### config.mk
export PLATFORM = sky130hd
export DESIGN_NAME = mc_controller
export DESIGN_NICKNAME = d
export VERILOG_FILES = /design/src/rtl/mc_pkg.sv /design/src/rtl/mc_controller.sv
export SDC_FILE = /design/constraint.sdc
export NUM_CORES = 1
export LEC_CHECK = 0
export ABC_AREA = 1
export CORE_MARGIN = 1.5
export CORE_UTILIZATION = 41
export DETAILED_ROUTE_END_ITERATION = 8
export PLACE_DENSITY = 0.83
export SLEW_MARGIN = 20
export SYNTH_ARGS = -nofsm -noshare
export SYNTH_HDL_FRONTEND = slang
export SYNTH_SLANG_ARGS = --single-unit
### constraint.sdc
create_clock -name clk -period 2.9 [get_ports clk]
set_clock_uncertainty 0.05 [all_clocks]
set_input_delay 0.58 -clock clk [delete_from_list [all_inputs] [get_ports clk]]
set_output_delay 0.58 -clock clk [all_outputs]
set_load 0.02 [all_outputs]
### src/rtl/mc_pkg.sv
// Shared encodings for the multicycle MIPS main controller:
// states, opcodes, aluop codes and datapath mux selects.
package mc_pkg;

    typedef enum logic [3:0] {
        S_FETCH   = 4'd0,
        S_DECODE  = 4'd1,
        S_MEMADR  = 4'd2,
        S_MEMRD   = 4'd3,
        S_MEMWB   = 4'd4,
        S_MEMWR   = 4'd5,
        S_RTYPEEX = 4'd6,
        S_RTYPEWB = 4'd7,
        S_BEQEX   = 4'd8,
        S_BNEEX   = 4'd9,
        S_ADDIEX  = 4'd10,
        S_IMMWB   = 4'd11,
        S_ORIEX   = 4'd12,
        S_JEX     = 4'd13
    } state_t;

    localparam logic [5:0] OP_RTYPE = 6'b000000;
    localparam logic [5:0] OP_LW    = 6'b100011;
    localparam logic [5:0] OP_SW    = 6'b101011;
    localparam logic [5:0] OP_BEQ   = 6'b000100;
    localparam logic [5:0] OP_BNE   = 6'b000101;
    localparam logic [5:0] OP_ADDI  = 6'b001000;
    localparam logic [5:0] OP_ORI   = 6'b001101;
    localparam logic [5:0] OP_J     = 6'b000010;

    localparam logic [2:0] ALUOP_ADD   = 3'b000;
    localparam logic [2:0] ALUOP_OR    = 3'b001;
    localparam logic [2:0] ALUOP_RTYPE = 3'b100;
    localparam logic [2:0] ALUOP_BEQ   = 3'b110;
    localparam logic [2:0] ALUOP_BNE   = 3'b111;

    localparam logic [1:0] SRCB_REGB  = 2'b00;
    localparam logic [1:0] SRCB_FOUR  = 2'b01;
    localparam logic [1:0] SRCB_IMM   = 2'b10;
    localparam logic [1:0] SRCB_IMMSH = 2'b11;

    localparam logic [1:0] PCSRC_ALU    = 2'b00;
    localparam logic [1:0] PCSRC_ALUOUT = 2'b01;
    localparam logic [1:0] PCSRC_JUMP   = 2'b10;

endpackage

### src/rtl/mc_controller.sv
// Multicycle MIPS main controller: state register, next-state
// logic and combinational output decode with memory-ready stalls.
module mc_controller
    import mc_pkg::*;
(
    input  logic       clk,
    input  logic       reset,
    input  logic [5:0] op,
    input  logic       zero,
    input  logic       mem_ready,
    output logic       iord,
    output logic       irwrite,
    output logic       memwrite,
    output logic       regwrite,
    output logic       regdst,
    output logic       memtoreg,
    output logic       alusrca,
    output logic [1:0] alusrcb,
    output logic [1:0] pcsrc,
    output logic [2:0] aluop,
    output logic       pcen,
    output logic       illegal,
    output logic [3:0] state
);

    state_t state_q, state_d;
    logic   ill_d;
    logic   pcwrite, branch, branchn;
    logic   irw_raw, mw_raw, rw_raw;

    always_ff @(posedge clk or negedge reset) begin
        if (!reset) state_q <= S_FETCH;
        else        state_q <= state_d;
    end

    always_comb begin
        state_d = S_FETCH;
        ill_d   = 1'b0;
        case (state_q)
            S_FETCH:  state_d = mem_ready ? S_DECODE : S_FETCH;
            S_DECODE: begin
                case (op)
                    OP_LW, OP_SW: state_d = S_MEMADR;
                    OP_RTYPE:     state_d = S_RTYPEEX;
                    OP_BEQ:       state_d = S_BEQEX;
                    OP_BNE:       state_d = S_BNEEX;
                    OP_ADDI:      state_d = S_ADDIEX;
                    OP_ORI:       state_d = S_ORIEX;
                    OP_J:         state_d = S_JEX;
                    default: begin
                        state_d = S_FETCH;
                        ill_d   = 1'b1;
                    end
                endcase
            end
            S_MEMADR:  state_d = (op == OP_SW) ? S_MEMWR : S_MEMRD;
            S_MEMRD:   state_d = mem_ready ? S_MEMWB : S_MEMRD;
            S_MEMWR:   state_d = mem_ready ? S_FETCH : S_MEMWR;
            S_RTYPEEX: state_d = S_RTYPEWB;
            S_ADDIEX:  state_d = S_IMMWB;
            S_ORIEX:   state_d = S_IMMWB;
            default:   state_d = S_FETCH;
        endcase
    end

    always_comb begin
        iord     = 1'b0;
        irw_raw  = 1'b0;
        mw_raw   = 1'b0;
        rw_raw   = 1'b0;
        regdst   = 1'b0;
        memtoreg = 1'b0;
        alusrca  = 1'b0;
        alusrcb  = SRCB_REGB;
        pcsrc    = PCSRC_ALU;
        aluop    = ALUOP_ADD;
        pcwrite  = 1'b0;
        branch   = 1'b0;
        branchn  = 1'b0;
        case (state_q)
            S_FETCH: begin
                alusrcb = SRCB_FOUR;
                irw_raw = mem_ready;
                pcwrite = mem_ready;
            end
            S_DECODE: alusrcb = SRCB_IMMSH;
            S_MEMADR: begin
                alusrca = 1'b1;
                alusrcb = SRCB_IMM;
            end
            S_MEMRD: iord = 1'b1;
            S_MEMWB: begin
                rw_raw   = 1'b1;
                memtoreg = 1'b1;
            end
            S_MEMWR: begin
                iord   = 1'b1;
                mw_raw = 1'b1;
            end
            S_RTYPEEX: begin
                alusrca = 1'b1;
                aluop   = ALUOP_RTYPE;
            end
            S_RTYPEWB: begin
                rw_raw = 1'b1;
                regdst = 1'b1;
            end
            S_BEQEX: begin
                alusrca = 1'b1;
                aluop   = ALUOP_BEQ;
                pcsrc   = PCSRC_ALUOUT;
                branch  = 1'b1;
            end
            S_BNEEX: begin
                alusrca = 1'b1;
                aluop   = ALUOP_BNE;
                pcsrc   = PCSRC_ALUOUT;
                branchn = 1'b1;
            end
            S_ADDIEX: begin
                alusrca = 1'b1;
                alusrcb = SRCB_IMM;
            end
            S_ORIEX: begin
                alusrca = 1'b1;
                alusrcb = SRCB_IMM;
                aluop   = ALUOP_OR;
            end
            S_IMMWB: rw_raw = 1'b1;
            S_JEX: begin
                pcsrc   = PCSRC_JUMP;
                pcwrite = 1'b1;
            end
            default: ;
        endcase
    end

    // Strobes are gated by reset so nothing fires while it is held low.
    assign irwrite  = irw_raw & reset;
    assign memwrite = mw_raw & reset;
    assign regwrite = rw_raw & reset;
    assign illegal  = ill_d & reset;
    assign pcen     = reset & (pcwrite | (branch & zero)
                               | (branchn & ~zero));
    assign state    = state_q;

endmodule

; ---- Yosys cells after proc, flatten, opt, wreduce, memory -nomap -nowiden
; Cells that the tools add are included.
[op_classes]
reduce_logical = 10
n_eq_ne = 20
bitwise_logic = 10
muxes = 21
[ops]
columns = op, n
row1 = $pmux W4 S7, 2
row2 = $eq A4 B4 Y1 const B, 6
row3 = $eq A4 B3 Y1 const B, 4
row4 = $eq A6 B3 Y1 const B, 2
row5 = $eq A6 B4 Y1 const B, 2
row6 = $eq A6 B6 Y1 const B, 2
row7 = $mux W1, 12
row8 = $pmux W3 S4, 1
row9 = $mux W3, 3
row10 = $eq A4 B2 Y1 const B, 2
row11 = $reduce_or A2 Y1, 4
row12 = $reduce_or A8 Y1, 1
row13 = $and A1 B1 Y1, 7
row14 = $eq A6 B2 Y1 const B, 1
row15 = $logic_not A6 Y1, 1
row16 = $pmux W2 S3, 1
row17 = $reduce_or A3 Y1, 2
row18 = $reduce_or A6 Y1, 1
row19 = $eq A4 B1 Y1 const B, 1
row20 = $logic_not A4 Y1, 1
row21 = $pmux W2 S2, 1
row22 = $or A1 B1 Y1, 2
row23 = $pmux W1 S2, 1
row24 = $not A1 Y1, 1
[totals]
inputBits = 10
elab_cells = 62
ff_bits = 4
out_inout_bits = 20

; ---- Logic depth before layout (Yosys ltp)
; Gate-level depths: netlist of run 1.
[depth]
ltp_word = 6
ltp_mapped = 8
ltp_nobuf = 8

; ---- Worst setup path after synthesis of run 1
; Ideal clock, no wire load.
[synth_timing]
kind = reg2out
start = register state_q[3] (netlist: state[3])
end = output port pcen
path_stages_with_launch = 5
t_required_ns = 2.270
arrival_time_ns = 1.500
setup_slack_ns = 0.770
n_path_buf = 0
cell_sequence = dfrtp_1 > nand2_1 > nor2_1 > a21oi_1 > a21oi_1
[synth_via]
elab_chain_cells = 6
word_cells_on_any_way = 12
classes_between = 3 x eq/ne / 3 x mux / 5 x bitwise / 1 x reduce/logical
[synth_rtl]
columns = element, line_no
row1 = from (decl), mc_controller.sv:26  ; state_t state_q, state_d;
row2 = from (signal assigned), mc_controller.sv:33  ; else state_q <= state_d;
row3 = $eq A4 B4 Y1, mc_controller.sv:80  ; case (state_q)
row4 = $mux W1, mc_controller.sv:80
row5 = $and A1 B1 Y1, mc_controller.sv:143  ; assign pcen = reset & (pcwrite | (branch & zero)
row6 = $or A1 B1 Y1, mc_controller.sv:143
row7 = $or A1 B1 Y1 (*), mc_controller.sv:144  ; | (branchn & ~zero));
row8 = $and A1 B1 Y1 (*), mc_controller.sv:143
row9 = to (decl), mc_controller.sv:21  ; output logic pcen,
; Every way passes the cells marked *; elsewhere a longest branch is shown, timed or not.

; ---- Final worst setup path of run 1
[layout_timing]
start = register state_q[1] (netlist: state[1])
end = output port alusrcb[1]
[layout_via]
elab_chain_cells = 3
word_cells_on_any_way = 7
classes_between = 4 x eq/ne / 1 x mux / 2 x reduce/logical
[layout_rtl]
columns = element, line_no
row1 = $eq A4 B4 Y1 / $eq A4 B2 Y1 (equally long branches), mc_controller.sv:80
row2 = $reduce_or A3 Y1 (no line), n/a
row3 = $pmux W2 S3 (*), mc_controller.sv:80
row4 = to (decl), mc_controller.sv:18  ; output logic [1:0] alusrcb,
; Marked as above.

==> parameters.txt, run 1 <==
Parameter                              Value

Timing
  Final Setup Violations    0
  Min cycle time layout    2.73 ns
  Count of final hold-check violations    0
  Setup TNS Final    0 ns
  Slew Limit Fails    0
  Setup repair after global routing missed its margin    no
  Fmax achieved    366 MHz
  Normalized max-slew margin    77.9%
  Worst Tran Pin Value    0.332 ns
  Fin crit share    94.3%

Global route
  Global-route wire length before repair    2.54 mm
  Pin count of the biggest net entering global routing    10
  Number of antenna violations at the first check in global routing    0
  Overflow after GRT    0
  Aggregate global-route resource usage    23.3%
  Number of global-route vias before repair    647

Critical path
  Slowest stage cell on the critical path    clkdlybuf4s50_1
  Count of buffering cells on the critical path with inverters included    1
  Cells along the critical path    nor2_1 -> nand3_1 -> o21ai_1 -> nor2_1 -> o21ai_0 -> clkdlybuf4s50_1
  Stage delay of the slowest cell on the critical path    0.63 ns
  Number of stages on the worst setup path    6
  Biggest fanout along the worst timing path    9
  Top Family by Delay on Critical Path    buffers and inverters
  Worst path required time    2.27 ns
  Cell count of the worst reg-to-reg path    5
  Kind of start point of the critical path    register
  Arrival time of data at the critical path endpoint    2.10 ns
  Setup CP Type    reg2out
  Critical path capture point type    output port
  Most prevalent standard cell on the critical path    nor2_1

Synth
  Most used standard cells in the synthesized netlist    nand2_1, nor2_1, inv_1
  Simple logic cell fraction of the synthesized area    57.2%
  Average footprint of a synthesized cell    5.25 µm²
  Main combinational cell family by area after synthesis    simple AND/OR/NAND/NOR gates
  Proportion of netlist area held by the largest area contributor    17.8%
  Post-synthesis sequential area ratio    17.8%
  Yosys Warn Count    0
  Mux contribution to synthesized area    0%
  Cell accounting for the most synthesized area    dfrtp_1
  Count of flip-flops with a built-in enable after synthesis    0
  Syn Inst Count    107
  Flops & latches, synth    4
  Async set or reset register ratio after synthesis    100%
  Ranking of synthesized cells by area    dfrtp_1, nand2_1, nor2_1
  Most frequently used flop master after synthesis    dfrtp_1
  Parity-gate share of the synthesized area counting xor and xnor cells    1.56%
  Top-count cell post-synth    nand2_1
  Adder and majority gate portion of the synthesized area    0%
  Post-synthesis net count    117
  Area fraction in compound gates after synthesis    6.68%
  Number of distinct library cell variants in the gate-level netlist after synthesis    17
  Post-synthesis instance area    562 µm²

Drt
  Final WL    1.61 mm
  Count of routing violations after the opening detailed-route iteration    35
  DR vias    791
  DRC Markers    0
  Router iterations before antenna repair    4
  Mean routed wirelength per cell    10.5 µm
  Via count normalized by instance count    5.14
  Antenna-violating nets left    0

Clocking
  Max Buffers Root-to-Sink    2
  Hold-fix buffer count after cts    0
  Count of cells resized by post-cts repair    1
  CTS tree    done
  Clock transition at path regs    0.04 ns
  CTS Buf Count    3
  Number of setup buffers added after CTS    0
  H-tree Lvls    1
  Clock root buffer    clkbuf_4
  Clock latency reported for the late side of the worst-skew pair    0.24 ns
  CTS sink cnt    4

Die
  Number of top-level pins    30
  Die Height    40.0 µm
  Die ar.    1600 µm²
  Die extent in x    40.0 µm
  Effective utilization at floorplan    43.7%
  Number of placement rows    13
  Core region area    1280 µm²

Place
  Post-DP HPWL    1.37 mm
  Number of buffers added on ports    29
  Final GP Congestion    0.982

Power and ir drop
  Worst voltage drop across the vdd grid    0.463 mV
  P per Cell Area    626 nW/µm²
  Overall power    0.556 mW
  Leak    0.488 nW

Flow run
  Number of max-cap violations    0

Layout
  Net count of the finished layout    151
  Share of final-layout standard cells stronger than drive strength 1    5.04%
  Antenna Cells    0
  Max FFs per register    4
  Number of inserted filler cells in the final layout    117
  Syn-to-layout area delta    58.1%

Min path
  Hold Crit Class    in2async

Outcome
  Outcome    complete, no violations
[report_power, final]
group,leakage [nW],internal [mW],switching [mW]
Combinational,0.420,0.161,0.218
Clock,0.0138,0.0465,0.0267
Sequential,0.0538,0.0712,0.0326
[cell type report]
cell class / count / area, µm² / area share, %
Inverter: 22 / 82.6 / 9.30
Clock buffer: 3 / 22.5 / 2.54
Multi-Input combinational cell: 80 / 368 / 41.4
Tap cell: 15 / 18.8 / 2.11
Sequential cell: 4 / 100 / 11.3
Timing Repair Buffer: 30 / 297 / 33.4
[logic make-up after synthesis]
kind of cell,Yosys count
AOI/OAI and AO/OA,7
xor gates and xnor gates,1
buffers and inverters,23
DFF,4
and+or+nand+nor,72
[placed cells by master, fill, tap and decap left out, drive strengths merged]
cell type       n
a21oi           2
o31ai           1
clkbuf          3
dlygate4sd2     1
dfrtp           4
o21ai           4
xor2            1
or2             1
nand4           1
nor3            1
nor2           26
buf             1
nand2          25
and3            1
and2            1
nand3          16
clkdlybuf4s50  28
inv            22
[worst reg2reg max path, delay by kind of cell, from the launching register on]
family	cells	cell delay [ns]
flip-flops	1	0.53
AO/OA/AOI/OAI	1	0.13
AND/OR/NAND/NOR	4	0.53
[per-stage QoR]
step	util (%)	instances	cell area [µm²]	hold slack, ns	worst slack [ns]
2_1_floorplan	-	107	562	0.234	0.770
3_3_place_gp	67.5	151	867	0.749	0.0312
3_5_place_dp	67.5	151	867	0.773	-0.0223
4_1_cts	69.1	154	888	0.541	0.168
5_1_grt	69.1	154	888	0.547	0.0413
6_report	69.1	154	888	0.539	0.165
[final timing paths]
| path | startpoint | end | slack [ns] |
|---|---|---|---|
| min in group clk | state[2]$_DFF_PN0_ | state[3]$_DFF_PN0_ | 0.79 |
| max in group asynchronous | reset | state[2]$_DFF_PN0_ | 2.03 |
| worst max register to register | state[1]$_DFF_PN0_ | state[1]$_DFF_PN0_ | 1.51 |
| worst min-delay path | reset | state[0]$_DFF_PN0_ | 0.54 |
| worst max-delay path | state[1]$_DFF_PN0_ | alusrcb[1] | 0.17 |
| worst min register to register | state[2]$_DFF_PN0_ | state[3]$_DFF_PN0_ | 0.79 |
[layer usage]
metal | vias to the layer above | share of wire [%] | GRT usage (%)
met5 | - | 0 | 0
met4 | 0 | 1.8 | 10.3
met3 | 3 | 7.0 | 2.22
met2 | 33 | 48 | 41.1
met1 | 359 | 43 | 28.1
li1 | 396 | - | -
(Power assumes the default switching activity.)
==> run 2, diff against run 1 <==
--- a/config.mk
+++ b/config.mk
@@ -9,6 +9,7 @@
 export CORE_MARGIN = 1.5
 export CORE_UTILIZATION = 41
 export DETAILED_ROUTE_END_ITERATION = 8
+export MAX_ROUTING_LAYER = met4
 export PLACE_DENSITY = 0.83
 export SLEW_MARGIN = 20
 export SYNTH_ARGS = -nofsm -noshare
==> run 2 against run 1 <==
Die area is the same. Non-clock buffer count is the same. Maximum frequency is the same. Power is essentially flat. Cell count is the same. Sequential share of layout area is the same. Cell area is the same. Count of clock-buffer cells in the layout is the same. Critical path type unchanged.
==> parameters.txt, run 2 (synthesis gave the netlist of run 1 again) <==
Parameter                              Value

Layout
  Post-route cell area    888 µm² (unchanged)
  Leading cell types in the layout, fill and taps excluded    clkdlybuf4s50_1, nand2_1, nor2_1 (unchanged)
  Antenna Cells    0 (unchanged)
  Syn-to-layout area delta    58.1% (unchanged)
  Most common library cell in the layout ignoring fill and taps    clkdlybuf4s50_1 (unchanged)
  Max FFs per register    4 (unchanged)
  Net count of the finished layout    151 (unchanged)
  Share of final-layout standard cells stronger than drive strength 1    5.04% (unchanged)

Global route
  Pin count of the biggest net entering global routing    10 (unchanged)
  Number of antenna violations at the first check in global routing    0 (unchanged)
  Global-route wire length before repair    2.54 mm (unchanged)
  Number of global-route vias before repair    647 (unchanged)
  Aggregate global-route resource usage    24.0% (was 23.3%)
  Overflow after GRT    0 (unchanged)

Drt
  DR vias    791 (unchanged)
  Router iterations before antenna repair    4 (unchanged)
  Mean routed wirelength per cell    10.5 µm (unchanged)
  Count of routing violations after the opening detailed-route iteration    35 (unchanged)
  DRC Markers    0 (unchanged)
  Antenna-violating nets left    0 (unchanged)
  Via count normalized by instance count    5.14 (unchanged)
  Final WL    1.61 mm (unchanged)

Outcome
  Outcome    complete, no violations (unchanged)

Critical path
  Worst path required time    2.27 ns (about the same)
  Critical path capture point type    output port (unchanged)
  Biggest fanout along the worst timing path    9 (unchanged)
  Most prevalent standard cell on the critical path    nor2_1 (unchanged)
  Cells along the critical path    nor2_1 -> nand3_1 -> o21ai_1 -> nor2_1 -> o21ai_0 -> clkdlybuf4s50_1 (unchanged)
  Kind of start point of the critical path    register (unchanged)
  Arrival time of data at the critical path endpoint    2.10 ns (about the same)
  Setup CP Type    reg2out (unchanged)
  Slowest stage cell on the critical path    clkdlybuf4s50_1 (unchanged)
  Stage delay of the slowest cell on the critical path    0.63 ns (about the same)

Power and ir drop
  Leak    0.488 nW (unchanged)
  Overall power    0.556 mW (about the same)
  Worst voltage drop across the vdd grid    0.463 mV (unchanged)
  P per Cell Area    626 nW/µm² (about the same)

Clocking
  Count of cells resized by post-cts repair    1 (unchanged)
  CTS Buf Count    3 (unchanged)
  CTS sink cnt    4 (unchanged)
  Clock root buffer    clkbuf_4 (unchanged)
  Clock latency reported for the late side of the worst-skew pair    0.24 ns (about the same)
  Hold-fix buffer count after cts    0 (unchanged)
  Clock transition at path regs    0.04 ns (about the same)
  H-tree Lvls    1 (unchanged)
  CTS tree    done (unchanged)
  Number of setup buffers added after CTS    0 (unchanged)
  Max Buffers Root-to-Sink    2 (unchanged)

Min path
  Hold Crit Class    in2async (unchanged)

Flow run
  Number of max-cap violations    0 (unchanged)

Die
  Die ar.    1600 µm² (unchanged)
  Die Height    40.0 µm (unchanged)
  Number of placement rows    13 (unchanged)
  Core region area    1280 µm² (unchanged)
  Die extent in x    40.0 µm (unchanged)
  Effective utilization at floorplan    43.7% (unchanged)
  Number of top-level pins    30 (unchanged)

Place
  Number of buffers added on ports    29 (unchanged)
  Post-DP HPWL    1.37 mm (unchanged)
  Dpl cell area    867 µm² (unchanged)
  Final GP Congestion    1.00 (was 0.982)

Timing
  Setup repair after global routing missed its margin    no (unchanged)
  Min cycle time layout    2.73 ns (unchanged)
  Fin crit share    94.3% (unchanged)
  Worst Tran Pin Value    0.332 ns (unchanged)
  Final Setup Violations    0 (unchanged)
  Count of final hold-check violations    0 (unchanged)
  Slew Limit Fails    0 (unchanged)
  Fmax achieved    366 MHz (unchanged)
  Normalized max-slew margin    77.9% (unchanged)
## run 2: cell counts in the layout (fill, tap and decap cells not counted)
No cell type changed its count.
## run 2: worst paths after layout
kind / slack [ns] / start / end / cells past startpoint
worst max-delay path: 0.17 / state[1]$_DFF_PN0_ / alusrcb[1] / 6
worst max register to register: 1.51 / state[1]$_DFF_PN0_ / state[1]$_DFF_PN0_ / 5
min in group clk: 0.79 / state[2]$_DFF_PN0_ / state[3]$_DFF_PN0_ / 4
worst min register to register: 0.79 / state[2]$_DFF_PN0_ / state[3]$_DFF_PN0_ / 4
worst min-delay path: 0.54 / reset / state[0]$_DFF_PN0_ / 1
max in group asynchronous: 2.03 / reset / state[2]$_DFF_PN0_ / 1
## run 2: cell type report
class | count | area (µm²)
multi-input cells | 80 | 368
clock buffers | 3 | 22.5
fillers | 117 | 397
repair buffers | 30 | 297
flip-flops and latches | 4 | 100
inverters | 22 | 82.6
well taps | 15 | 18.8
## run 2: power by group
group          leakage [nW]  internal, mW  switching [mW]  total [mW]
Combinational         0.420         0.161           0.218       0.379
Sequential           0.0538        0.0712          0.0326       0.104
Clock                0.0138        0.0465          0.0267      0.0732
Total                 0.488         0.279           0.277       0.556
## run 2: critical path, delay by kind of cell (launching register included)
kind	cells	cell delay (ns)
AND/OR/NAND/NOR	3	0.45
buffers and inverters	1	0.63
AO/OA/AOI/OAI	2	0.29
flip-flops	1	0.49
## run 2: per-stage QoR
| step | worst slack (ns) | utilization [%] | hold slack [ns] | cells | TNS [ns] |
|---|---|---|---|---|---|
| global route | 0.0413 | 69.1 | 0.547 | 154 | 0 |
| detailed placement | -0.0223 | 67.5 | 0.773 | 151 | -0.0223 |
| CTS | 0.168 | 69.1 | 0.541 | 154 | 0 |
| global placement | 0.0312 | 67.5 | 0.749 | 151 | 0 |
| finish | 0.165 | 69.1 | 0.539 | 154 | 0 |
| floorplan | 0.770 | - | 0.234 | 107 | 0 |
## run 2: metal layers
layer	global-route usage (%)	part of all wire [%]	vias to the layer above
met5	-	0	-
li1	-	-	396
met4	10.3	1.8	0
met2	41.1	48	33
met1	28.4	43	359
met3	1.67	6.6	3
